==> src/rtl/bit_serial_subtractor.sv <==
// bit_serial_subtractor: computes A - B one bit per clock, LSB first, using a
// single full-subtractor slice and a registered borrow.
//
// Handshake: start is a request that is only sampled in IDLE. The edge that
// samples start=1 captures a/b, and busy rises after that edge. Each RUN edge
// produces one difference bit, which is qualified by a one-cycle diff_valid.
// On the final bit, done pulses for one cycle and diff/borrow_out update;
// they then hold until the next completion.
`timescale 1ns/1ps
module bit_serial_subtractor #(
  parameter int WIDTH = 8
) (
  input  logic             CK,
  input  logic             RST,
  input  logic             start,
  input  logic [WIDTH-1:0] a,
  input  logic [WIDTH-1:0] b,
  output logic             busy,
  output logic             diff_bit,
  output logic             diff_valid,
  output logic [WIDTH-1:0] diff,
  output logic             borrow_out,
  output logic             done,
  output logic             state_dbg
);

  localparam int CW = (WIDTH > 1) ? $clog2(WIDTH) : 1;

  typedef enum logic {
    IDLE = 1'b0,
    RUN  = 1'b1
  } state_t;

  state_t           state_q;
  logic [WIDTH-1:0] a_q;
  logic [WIDTH-1:0] b_q;
  logic [WIDTH-2:0] res_q;       // bits already produced, newest at the top
  logic [CW-1:0]    cnt_q;
  logic             brw_q;
  logic             busy_q;
  logic             diff_bit_q;
  logic             diff_valid_q;
  logic [WIDTH-1:0] diff_q;
  logic             borrow_out_q;
  logic             done_q;

  logic             slice_x;
  logic             slice_y;
  logic             slice_diff;
  logic             slice_borrow;
  logic [WIDTH-1:0] res_full;
  logic [WIDTH-2:0] res_d;
  logic             last_bit;

  // Full-subtractor slice on the operand LSBs plus the result shift path.
  always_comb begin
    slice_x      = a_q[0];
    slice_y      = b_q[0];
    slice_diff   = slice_x ^ slice_y ^ brw_q;
    slice_borrow = (~slice_x & slice_y) | (~(slice_x ^ slice_y) & brw_q);
    // The new bit enters at the MSB, so after WIDTH steps bit 0 sits at the LSB.
    res_full     = {slice_diff, res_q};
    res_d        = res_full[WIDTH-1:1];
    last_bit     = (cnt_q == CW'(WIDTH - 1));
  end

  // Control FSM and datapath registers. All outputs are registered.
  always_ff @(posedge CK or posedge RST) begin
    if (RST) begin
      state_q      <= IDLE;
      a_q          <= '0;
      b_q          <= '0;
      res_q        <= '0;
      cnt_q        <= '0;
      brw_q        <= 1'b0;
      busy_q       <= 1'b0;
      diff_bit_q   <= 1'b0;
      diff_valid_q <= 1'b0;
      diff_q       <= '0;
      borrow_out_q <= 1'b0;
      done_q       <= 1'b0;
    end else begin
      case (state_q)
        IDLE: begin
          done_q       <= 1'b0;
          diff_valid_q <= 1'b0;
          if (start) begin
            a_q     <= a;
            b_q     <= b;
            cnt_q   <= '0;
            brw_q   <= 1'b0;
            busy_q  <= 1'b1;
            state_q <= RUN;
          end
        end
        RUN: begin
          diff_bit_q   <= slice_diff;
          diff_valid_q <= 1'b1;
          res_q        <= res_d;
          a_q          <= a_q >> 1;
          b_q          <= b_q >> 1;
          brw_q        <= slice_borrow;
          cnt_q        <= cnt_q + CW'(1);
          if (last_bit) begin
            // The last bit completes the result; publish it and go idle.
            diff_q       <= res_full;
            borrow_out_q <= slice_borrow;
            done_q       <= 1'b1;
            busy_q       <= 1'b0;
            cnt_q        <= '0;
            state_q      <= IDLE;
          end else begin
            done_q <= 1'b0;
          end
        end
        default: state_q <= IDLE;
      endcase
    end
  end

  assign busy       = busy_q;
  assign diff_bit   = diff_bit_q;
  assign diff_valid = diff_valid_q;
  assign diff       = diff_q;
  assign borrow_out = borrow_out_q;
  assign done       = done_q;
  assign state_dbg  = state_q;

endmodule

==> config.mk <==
export PLATFORM = sky130hd
export DESIGN_NAME = bit_serial_subtractor
export DESIGN_NICKNAME = d
export VERILOG_FILES = /design/src/rtl/bit_serial_subtractor.sv
export SDC_FILE = /design/constraint.sdc
export NUM_CORES = 1
export LEC_CHECK = 0
export CAP_MARGIN = 20
export CORE_MARGIN = 2
export CORE_UTILIZATION = 40
export CTS_CLUSTER_DIAMETER = 60
export CTS_CLUSTER_SIZE = 16
export DETAILED_ROUTE_END_ITERATION = 10
export HOLD_SLACK_MARGIN = 0.08
export PLACE_DENSITY_LB_ADDON = 0.12
export SYNTH_ARGS = -nofsm -noshare
export SYNTH_HDL_FRONTEND = slang
export SYNTH_SLANG_ARGS = --single-unit
export TNS_END_PERCENT = 20
==> constraint.sdc <==
create_clock -name CK -period 1.9 [get_ports CK]
set_clock_uncertainty 0.05 [all_clocks]
set_input_delay 0.285 -clock CK [delete_from_list [all_inputs] [get_ports CK]]
set_output_delay 0.285 -clock CK [all_outputs]
set_load 0.01 [all_outputs]
Word level (Yosys, flattened, before mapping)
Index checks and enable logic that the tools add are counted.

operators by class
  add/sub/neg operators = 1
  equality and inequality tests = 3
  muxes and demuxes = 18
  bitwise logic cells = 8
  reductions and logical operators = 2

operators with widths
  operator             number
  $pmux 8 s2           2
  $mux 8               2
  $pmux 1 s2           5
  $mux 1               6
  $mux 3               2
  $pmux 3 s2           1
  $reduce_and 2->1     2
  $add 3x1->3 const B  1
  $eq 3x3->1 const B   1
  $not 1->1            3
  $and 1x1->1          2
  $ne 2x1->1 const B   1
  $ne 2x2->1 const B   1
  $xor 1x1->1          2
  $or 1x1->1           1

storage, ports and cells
  bits in registers = 41
  input bits = 19
  output and inout bits = 14
  logic and storage cells = 44

Longest topological paths before layout
Gate-level depths: netlist (run 1).

  word-level depth = 5
  gate-level depth with buffers = 4
  gate-level depth less buffers = 4

Worst setup path before layout (run 1)
Ideal clock, no wire load.

  path kind = register -> register
  start point = reg cnt_q[0]
  end point = reg diff_q[0], in the netlist diff[0]
  library setup time = 0.125 ns
  data arrival time = 1.296 ns
  data required time = 1.725 ns
  path slack = 0.429 ns
  stages on the path, launching flop included = 5
  path buffers = 0
  clock period less this slack = 1.471 ns
  cell sequence = dfrtp_1 -> ha_1 -> ha_1 -> nand2_2 -> mux2_2

on the way
  word-level cells in the longest chain between the ends = 2

RTL lines
  element                            RTL line  RTL
  start, declared                    38        logic [CW-1:0] cnt_q;
  start signal, assigned             103       cnt_q <= cnt_q + CW'(1);
  $eq 3x3->1                         64        last_bit = (cnt_q == CW'(WIDTH - 1));
  $reduce_and 2->1 (no source line)  --
  end signal, assigned               106       diff_q <= res_full;
  end, declared                      43        logic [WIDTH-1:0] diff_q;

No other way between the ends.
A chain may end at the register's enable or synchronous reset.

Final worst setup path (run 1)
  start point = reg state_q, in the netlist state_dbg
  end point = out state_dbg

RTL lines
  element                 RTL line  RTL
  start, declared         34        state_t state_q;
  start signal, assigned  70        state_q <= IDLE;
  start signal, assigned  93        state_q <= RUN;
  start signal, assigned  111       state_q <= IDLE;
  end, declared           24        output logic state_dbg

No word-level cell between the ends.

==> results of run 1 <==
==> metal layers <==
layer | part of all wire (%) | track usage (%)
met3 | 5.7 | 5.85
met1 | 45 | 16.1
met4 | 2.2 | 6.54
met5 | 0 | 0
met2 | 47 | 20.3
==> cells in the mapped netlist <==
cell type  instances  area [um2]
nor3b_1            1        7.51
buf_2              1        5.00
mux2_2            15         169
a21o_1             1        7.51
clkbuf_1           1        3.75
a21oi_1            1        5.00
nor2_1             5        18.8
ha_1               3        37.5
o22ai_1            1        6.26
buf_6              1        11.3
inv_1              6        22.5
dfrtp_1           40        1000
buf_4              5        37.5
fa_1               1        20.0
a22o_1             1        8.76
o21ai_0           15        75.1
mux2i_1           17         170
nand2_2            1        6.26
nand2b_1           2        12.5
o31ai_1            1        7.51
a31oi_1            1        6.26
nand2_1           15        56.3
==> final timing paths <==
path                            depth (start not counted)                  from                    to
min in group CK                                         2    a_q[5]$_DFFE_PP0P_    a_q[4]$_DFFE_PP0P_
worst min register to register                          2    a_q[5]$_DFFE_PP0P_    a_q[4]$_DFFE_PP0P_
max in group asynchronous                               3                   RST  cnt_q[2]$_DFFE_PP0P_
worst max-delay path                                    1   state_dbg$_DFF_PP0_             state_dbg
worst min-delay path                                    3                   RST    b_q[6]$_DFFE_PP0P_
worst max register to register                          4  cnt_q[0]$_DFFE_PP0P_   diff[6]$_DFFE_PP0P_
==> sequential cells by signal (all words and copies together) (netlist names) <==
| register | flops |
|---|---|
| a_q | 8 |
| b_q | 8 |
| borrow_out | 1 |
| brw_q | 1 |
| busy | 1 |
| cnt_q | 3 |
| diff | 8 |
| diff_valid | 1 |
| done | 1 |
| res_q | 7 |
| state_dbg | 1 |
==> final cells by class <==
type                            count  share of cell area (%)
Inverter                            6                    1.04
Clock inverter                      2                    1.61
Clock buffer                        6                    3.34
Sequential cell                    40                    46.1
Multi-Input combinational cell     81                    28.3
Tap cell                           50                    2.88
Timing Repair Buffer               36                    16.7
==> cell families (layout without fill, tap and decap cells) <==
| group | count (synthesis) | after routing |
|---|---|---|
| buffers and inverters | 14 | 50 |
| adders and majority gates | 4 | 4 |
| and+or+nand+nor | 24 | 24 |
| DFF | 40 | 40 |
| AOI/OAI and AO/OA | 21 | 21 |
| muxes | 32 | 32 |
==> through the flow <==
stage / power, mW / std cells / hold slack [ns] / utilization (%)
finish: 3.38 / 221 / 0.353 / 53.9
global route: 3.65 / 221 / 0.430 / 53.9
CTS: 3.43 / 221 / 0.362 / 53.9
detailed placement: 2.74 / 213 / 0.424 / 51.2
global placement: 2.69 / 213 / 0.413 / 51.2
floorplan: 2.25 / 135 / 0.391 / -
==> power groups by stage <==
stage	clock network, mW	logic, mW	registers (mW)
2_1_floorplan	0	0.765	1.49
3_3_place_gp	0	1.23	1.46
3_5_place_dp	0	1.26	1.49
4_1_cts	0.706	1.26	1.47
5_1_grt	0.744	1.39	1.53
6_report	0.676	1.24	1.46
==> impl_metrics.env, run 1 <==
export IMPL_status="finished clean"
export IMPL_root_buffer="clkbuf_8"
export IMPL_clk_latency_ns=0.30
export IMPL_drc_errors=0
export IMPL_fin_crit_ns=1.76
export IMPL_grt_usage_pct=13.3
export IMPL_num_vias=1069
export IMPL_max_freq_mhz=569
export IMPL_htree_levels=2
export IMPL_finalHoldViolCount=0
export IMPL_die_h_um=69.1
export IMPL_finalInstanceArea_um2=2170
export IMPL_critPathTopFamily="buffers and inverters"
export IMPL_wl_per_cell_um=12.5
export IMPL_ff_latch_area_um2=1000
export IMPL_wirelength_um=2770
export IMPL_clk_pin_slew_ns=0.08
export IMPL_slew_headroom_pct=67.3
export IMPL_syn_area_per_cell_um2=12.6
export IMPL_required_ns=1.56
export IMPL_nets=193
export IMPL_cpMaxStageDelayCell="clkdlybuf4s50_1"
export IMPL_grt_max_degree=41
export IMPL_leakagePower_nw=1.01
export IMPL_cts_resized=0
export IMPL_worst_slack_ns=0.144
export IMPL_final_antenna_net_count=0
export IMPL_ys_seq_area_share_pct=59.0
export IMPL_p_clk_share_pct=20.0
export IMPL_syn_cell_area_um2=1700
export IMPL_dp_hpwl_um=1920
export IMPL_p_seq_share_pct=43.3
export IMPL_start_util_pct=42.1
export IMPL_ys_ff_latch=40
export IMPL_yosys_warnings=0
export IMPL_final_cell_mix="dfrtp_1, clkdlybuf4s50_1, mux2i_1"
export IMPL_worstPathCellList="clkdlybuf4s50_1"
export IMPL_synthAdderAreaFrac_pct=3.39
export IMPL_routed_via_density=4.84
export IMPL_period_share_pct=92.4
export IMPL_intPower_mw=2.34
export IMPL_core_area_um2=4030
export IMPL_cts_tree="yes"
export IMPL_yosys_mux_area_fraction_pct=20.0
export IMPL_first_global_vias=1087
export IMPL_ioPinCount=33
export IMPL_synth_compound_area_share_pct=6.86
export IMPL_die_x_um=69.1
export IMPL_synth_simple_area_share_pct=5.98
export IMPL_dr_pass1_iters=4
export IMPL_grt_pass1_wl_um=4910
export IMPL_path_buf_inv=1
export IMPL_final_common_cell="dfrtp_1"
export IMPL_numClockSinks=40
export IMPL_start_kind="register"
export IMPL_synth_fp_nets=158
export IMPL_place_area_um2=2060
export IMPL_multi_input_area_um2=614
export IMPL_synth_xor_area_share_pct=0
export IMPL_r2r_slack_ns=0.31
export IMPL_portBuffers=32
export IMPL_post_cts_buffers=0
export IMPL_ys_types=22
export IMPL_min_path_type="in2async"
export IMPL_fp_dieArea_um2=4780
export IMPL_powerDensity_nw_per_um2=1550
export IMPL_drive_above_1_share_pct=15.8
export IMPL_fillers=360
export IMPL_syn2layout_area_growth_pct=28.0
export IMPL_clockBufferDepth=2
export IMPL_crit_path_max_incr_delay_ns=0.60
export IMPL_ctsHoldBuffers=0
export IMPL_num_rows=23
export IMPL_report_final_setup_viol=0
export IMPL_maxCapViolCount=0
export IMPL_place_gp_congestion=0.705
export IMPL_ir_drop_mv=0.620
export IMPL_worstMarginPinSlew_ns=0.491
export IMPL_cp_arrival_ns=1.42
export IMPL_rsz0062_at_grt="false"
export IMPL_syn_instance_count=135
export IMPL_grt_antenna_before_repair=0
export IMPL_switching_share_pct=30.6
export IMPL_report_final_slew_viol_count=0
export IMPL_end_kind="output port"
export IMPL_cp_max_fo=9
export IMPL_comb_power_share_pct=36.6
export IMPL_diodes=0
export IMPL_synth_top_family_by_area="multiplexers"
export IMPL_place_ws_ns=0.310
export IMPL_setup_tns_ns=0
export IMPL_grt_overflow_total=0
export IMPL_drt_iter0_markers=69
export IMPL_crit_type="reg2out"
export IMPL_cts_buffers=5
export IMPL_p_sw_mw=1.03
Power figures use the tool's default switching activity.
==> run 2: changes to the inputs <==
Settings changed: PLACE_DENSITY from default to 0.66, PLACE_DENSITY_LB_ADDON 0.12 to default.
==> impl_metrics.env, run 2 (same netlist as run 1, synthesis figures left out) <==
export IMPL_status="finished clean"
export IMPL_met2_length_um=1330
export IMPL_start_util_pct=42.1
export IMPL_drt_iter0_markers=83
export IMPL_slew_headroom_pct=67.4
export IMPL_r2r_start="cnt_q[0]$_DFFE_PP0P_"
export IMPL_max_freq_mhz=609
export IMPL_nets=194
export IMPL_rr_worst_depth=4
export IMPL_path_depth=1
export IMPL_worstMarginPinSlew_ns=0.489
export IMPL_htree_levels=2
export IMPL_crit_type="reg2out"
export IMPL_cts_buffers=5
export IMPL_drc_errors=0
export IMPL_report_final_setup_viol=0
export IMPL_critPathTopFamily="buffers and inverters"
export IMPL_r2r_slack_ns=0.32
export IMPL_finalHoldViolCount=0
export IMPL_die_h_um=69.1
export IMPL_diodes=0
export IMPL_start_kind="register"
export IMPL_finalInstanceArea_um2=2160
export IMPL_dr_pass1_iters=3
export IMPL_ioPinCount=33
export IMPL_worstPathCellList="clkdlybuf4s50_1"
export IMPL_grt_max_degree=41
export IMPL_dp_hpwl_um=2040
export IMPL_clockBufferDepth=2
export IMPL_final_cell_mix="dfrtp_1, clkdlybuf4s50_1, mux2i_1"
export IMPL_cts_tree="yes"
export IMPL_numClockSinks=40
export IMPL_wirelength_um=2820
export IMPL_power_total_mw=3.30
export IMPL_place_ws_ns=0.309
export IMPL_syn2layout_area_growth_pct=27.5
export IMPL_required_ns=1.56
export IMPL_die_x_um=69.1
export IMPL_period_share_pct=86.4
export IMPL_drive_above_1_share_pct=15.7
export IMPL_num_rows=23
export IMPL_fp_dieArea_um2=4780
export IMPL_cts_resized=0
export IMPL_crit_path_max_incr_delay_ns=0.57
export IMPL_min_path_type="in2async"
export IMPL_place_gp_congestion=0.764
export IMPL_num_vias=1084
export IMPL_grt_pass1_wl_um=5050
export IMPL_cpMaxStageDelayCell="clkdlybuf4s50_1"
export IMPL_routed_via_density=4.88
export IMPL_core_area_um2=4030
export IMPL_clk_latency_ns=0.29
export IMPL_grt_overflow_total=0
export IMPL_drt_met1_wl_um=1270
export IMPL_ctsHoldBuffers=0
export IMPL_final_common_cell="dfrtp_1"
export IMPL_powerDensity_nw_per_um2=1530
export IMPL_startpoint="state_dbg$_DFF_PP0_"
export IMPL_place_area_um2=2070
export IMPL_root_buffer="clkbuf_8"
export IMPL_ir_drop_mv=0.542
export IMPL_worst_slack_ns=0.259
export IMPL_setup_tns_ns=0
export IMPL_portBuffers=32
export IMPL_post_cts_buffers=0
export IMPL_path_buf_inv=1
export IMPL_grt_usage_pct=13.5
export IMPL_fin_crit_ns=1.64
export IMPL_clk_pin_slew_ns=0.07
export IMPL_report_final_slew_viol_count=0
export IMPL_cp_arrival_ns=1.31
export IMPL_final_util_pct=53.6
export IMPL_leakagePower_nw=1.00
export IMPL_worstSetupEndpoint="state_dbg"
export IMPL_grt_antenna_before_repair=0
export IMPL_first_global_vias=1090
export IMPL_top_layer_used="met4"
export IMPL_wl_met3_um=171
export IMPL_cp_max_fo=6
export IMPL_fillers=335
export IMPL_wl_per_cell_um=12.7
export IMPL_maxCapViolCount=0
export IMPL_final_antenna_net_count=0
export IMPL_end_kind="output port"
export IMPL_rr_endpoint="diff[0]$_DFFE_PP0P_"
export IMPL_rsz0062_at_grt="false"
[run 2: cell count changes in the layout (fill, tap and decap cells not counted)]
cell	before	now
buf_4	3	4
bufinv_16	1	0
clkinv_2	1	0
clkbuf_1	1	2
clkbuf_8	5	6
[run 2: tightest hold or removal path, delay by kind of cell]
family | cells | cell delay [ns]
buf+inv | 3 | 0.86
[run 2: power by group]
group          switching [mW]  leakage, nW  internal, mW  total (mW)
clock network           0.273       0.0455         0.296       0.569
registers               0.224        0.498          1.23        1.46
logic                   0.538        0.458         0.739        1.28
[run 2: how the worst min path moves through the flow]
stage	from	end	slack, ns	cells past startpoint
floorplan	a[7]	a_q[7]$_DFFE_PP0P_	0.39	2
global placement	a_q[7]$_DFFE_PP0P_	a_q[6]$_DFFE_PP0P_	0.41	2
detailed placement	b_q[2]$_DFFE_PP0P_	b_q[1]$_DFFE_PP0P_	0.41	2
CTS	RST	cnt_q[2]$_DFFE_PP0P_	0.38	3
global route	RST	res_q[3]$_DFFE_PP0P_	0.44	3
finish	RST	done$_DFF_PP0_	0.37	3
[run 2: cell type report]
class / count / area [um2] / area share [%]
sequential: 40 / 1000 / 46.3
multi-input combinational: 81 / 614 / 28.4
timing repair buffer: 37 / 370 / 17.1
clock buffer: 8 / 90.1 / 4.17
tap: 50 / 62.6 / 2.90
inverter: 6 / 22.5 / 1.04
[run 2: metal layers]
metal	GRT usage [%]	vias up
li1	-	527
met1	15.4	519
met2	21.8	33
met3	5.99	5
met4	6.10	0
met5	0	-
[run 2: per-stage QoR]
stage | std cells | hold WS (ns)
detailed placement | 214 | 0.414
global placement | 214 | 0.412
floorplan | 135 | 0.391
CTS | 222 | 0.378
global route | 222 | 0.440
finish | 222 | 0.368
==> run 3: changes to the inputs <==
Settings changed: CAP_MARGIN 20 to 40, PLACE_DENSITY 0.66 to 0.69.
Clock period 1.9 ns to 1.5 ns, I/O delays scaled along.
==> impl_metrics.env, run 3 (same netlist as run 1, synthesis figures left out) <==
export IMPL_drc_errors=0
export IMPL_dr_pass1_iters=4
export IMPL_place_gp_congestion=0.702
export IMPL_grt_max_degree=43
export IMPL_clk_pin_slew_ns=0.07
export IMPL_fillers=351
export IMPL_place_ws_ns=-0.0541
export IMPL_rr_worst_depth=4
export IMPL_cpMaxStageDelayCell="dfrtp_1"
export IMPL_clockBufferDepth=2
export IMPL_cts_buffers=5
export IMPL_final_antenna_net_count=0
export IMPL_leakagePower_nw=1.06
export IMPL_finalHoldViolCount=0
export IMPL_grt_antenna_before_repair=0
export IMPL_crit_path_max_incr_delay_ns=0.39
export IMPL_path_buf_inv=0
export IMPL_powerDensity_nw_per_um2=1950
export IMPL_startpoint="cnt_q[0]$_DFFE_PP0P_"
export IMPL_max_freq_mhz=688
export IMPL_r2r_slack_ns=0.05
export IMPL_final_common_cell="dfrtp_1"
export IMPL_num_vias=1124
export IMPL_first_global_vias=1228
export IMPL_place_area_um2=2080
export IMPL_r2r_start="cnt_q[0]$_DFFE_PP0P_"
export IMPL_worstSetupEndpoint="diff[1]$_DFFE_PP0P_"
export IMPL_grt_usage_pct=14.3
export IMPL_htree_levels=2
export IMPL_start_kind="register"
export IMPL_cp_max_fo=5
export IMPL_grt_pass1_wl_um=5440
export IMPL_path_depth=4
export IMPL_worstMarginPinSlew_ns=0.354
export IMPL_dp_hpwl_um=2090
export IMPL_crit_type="reg2reg"
export IMPL_whs_ns=0.242
export IMPL_wl_per_cell_um=13.4
export IMPL_finalInstanceArea_um2=2230
export IMPL_clk_latency_ns=0.29
export IMPL_wirelength_um=3020
export IMPL_end_kind="register"
export IMPL_min_path_type="in2async"
export IMPL_ctsHoldBuffers=0
export IMPL_numClockSinks=40
export IMPL_rr_endpoint="diff[1]$_DFFE_PP0P_"
export IMPL_portBuffers=32
export IMPL_report_final_slew_viol_count=0
export IMPL_rsz0062_at_grt="true"
export IMPL_ir_drop_mv=0.866
export IMPL_syn2layout_area_growth_pct=31.4
export IMPL_cp_arrival_ns=1.57
export IMPL_critPathTopFamily="adder cells"
export IMPL_start_util_pct=42.1
export IMPL_grt_overflow_total=0
export IMPL_fin_crit_ns=1.45
export IMPL_fp_dieArea_um2=4780
export IMPL_slew_headroom_pct=76.4
export IMPL_required_ns=1.62
export IMPL_cts_tree="yes"
export IMPL_final_cell_mix="dfrtp_1, clkdlybuf4s50_1, mux2i_1"
export IMPL_root_buffer="clkbuf_8"
export IMPL_die_h_um=69.1
export IMPL_maxCapViolCount=0
export IMPL_worst_slack_ns=0.0474
export IMPL_period_share_pct=96.8
export IMPL_worstPathCellList="ha_1, ha_2, nand2_4, mux2_2"
export IMPL_status="finished clean"
export IMPL_ioPinCount=33
export IMPL_core_area_um2=4030
export IMPL_routed_via_density=5.00
export IMPL_drt_iter0_markers=48
export IMPL_num_rows=23
export IMPL_diodes=0
export IMPL_report_final_setup_viol=0
export IMPL_nets=197
export IMPL_drive_above_1_share_pct=18.3
export IMPL_die_x_um=69.1
==> run 3: area by class of cell <==
cell class / count / area [um2] / area share, %
clock buffer: 6 / 72.6 / 3.26
clock inverter: 2 / 35.0 / 1.57
inverter: 6 / 22.5 / 1.01
multi-input combinational: 82 / 633 / 28.4
sequential: 40 / 1000 / 44.9
tap: 50 / 62.6 / 2.81
timing repair buffer: 39 / 402 / 18.0
==> run 3: what timing repair did <==
item | CTS | global route
buffers inserted | 2 | 0
resized for setup | 5 | 4
endpoints found under the setup margin | 12 | 4
cloned | 1 | 0
pin swaps | 1 | 0
==> run 3: tightest hold or removal path, stage by stage <==
cell	delay [ns]
clkdlybuf4s50_1	0.40
inv_1	0.09
buf_12	0.23
==> run 3: per-stage QoR <==
stage / utilization (%) / setup TNS, ns / total power, mW / instances
2_1_floorplan: - / 0 / 2.85 / 135
3_3_place_gp: 51.7 / 0 / 3.41 / 214
3_5_place_dp: 51.7 / -0.362 / 3.53 / 214
4_1_cts: 55.0 / 0 / 4.43 / 225
5_1_grt: 55.3 / -0.00762 / 4.69 / 225
6_report: 55.3 / 0 / 4.35 / 225
==> run 3: report_power, final <==
group | internal [mW] | switching (mW) | total [mW]
Sequential | 1.56 | 0.268 | 1.83
Combinational | 0.929 | 0.742 | 1.67
Clock | 0.494 | 0.355 | 0.849
==> run 3: per-layer routing <==
| layer | vias up | share of wire, % | track usage, % |
|---|---|---|---|
| li1 | 535 | - | - |
| met1 | 551 | 41 | 15.9 |
| met2 | 33 | 51 | 24.7 |
| met3 | 5 | 6.4 | 5.41 |
| met4 | 0 | 1.4 | 5.45 |
| met5 | - | 0 | 0 |
==> run 3: worst min-delay path by stage <==
| stage | startpoint | to | slack [ns] | depth (start not counted) |
|---|---|---|---|---|
| after global placement | a_q[7]$_DFFE_PP0P_ | a_q[6]$_DFFE_PP0P_ | 0.41 | 2 |
| after detailed placement | b_q[4]$_DFFE_PP0P_ | b_q[3]$_DFFE_PP0P_ | 0.43 | 2 |
| after floorplan | a[7] | a_q[7]$_DFFE_PP0P_ | 0.33 | 2 |
| final | RST | diff_valid$_DFF_PP0_ | 0.24 | 3 |
| after global routing | RST | b_q[7]$_DFFE_PP0P_ | 0.27 | 3 |
| after CTS | RST | b_q[1]$_DFFE_PP0P_ | 0.24 | 3 |
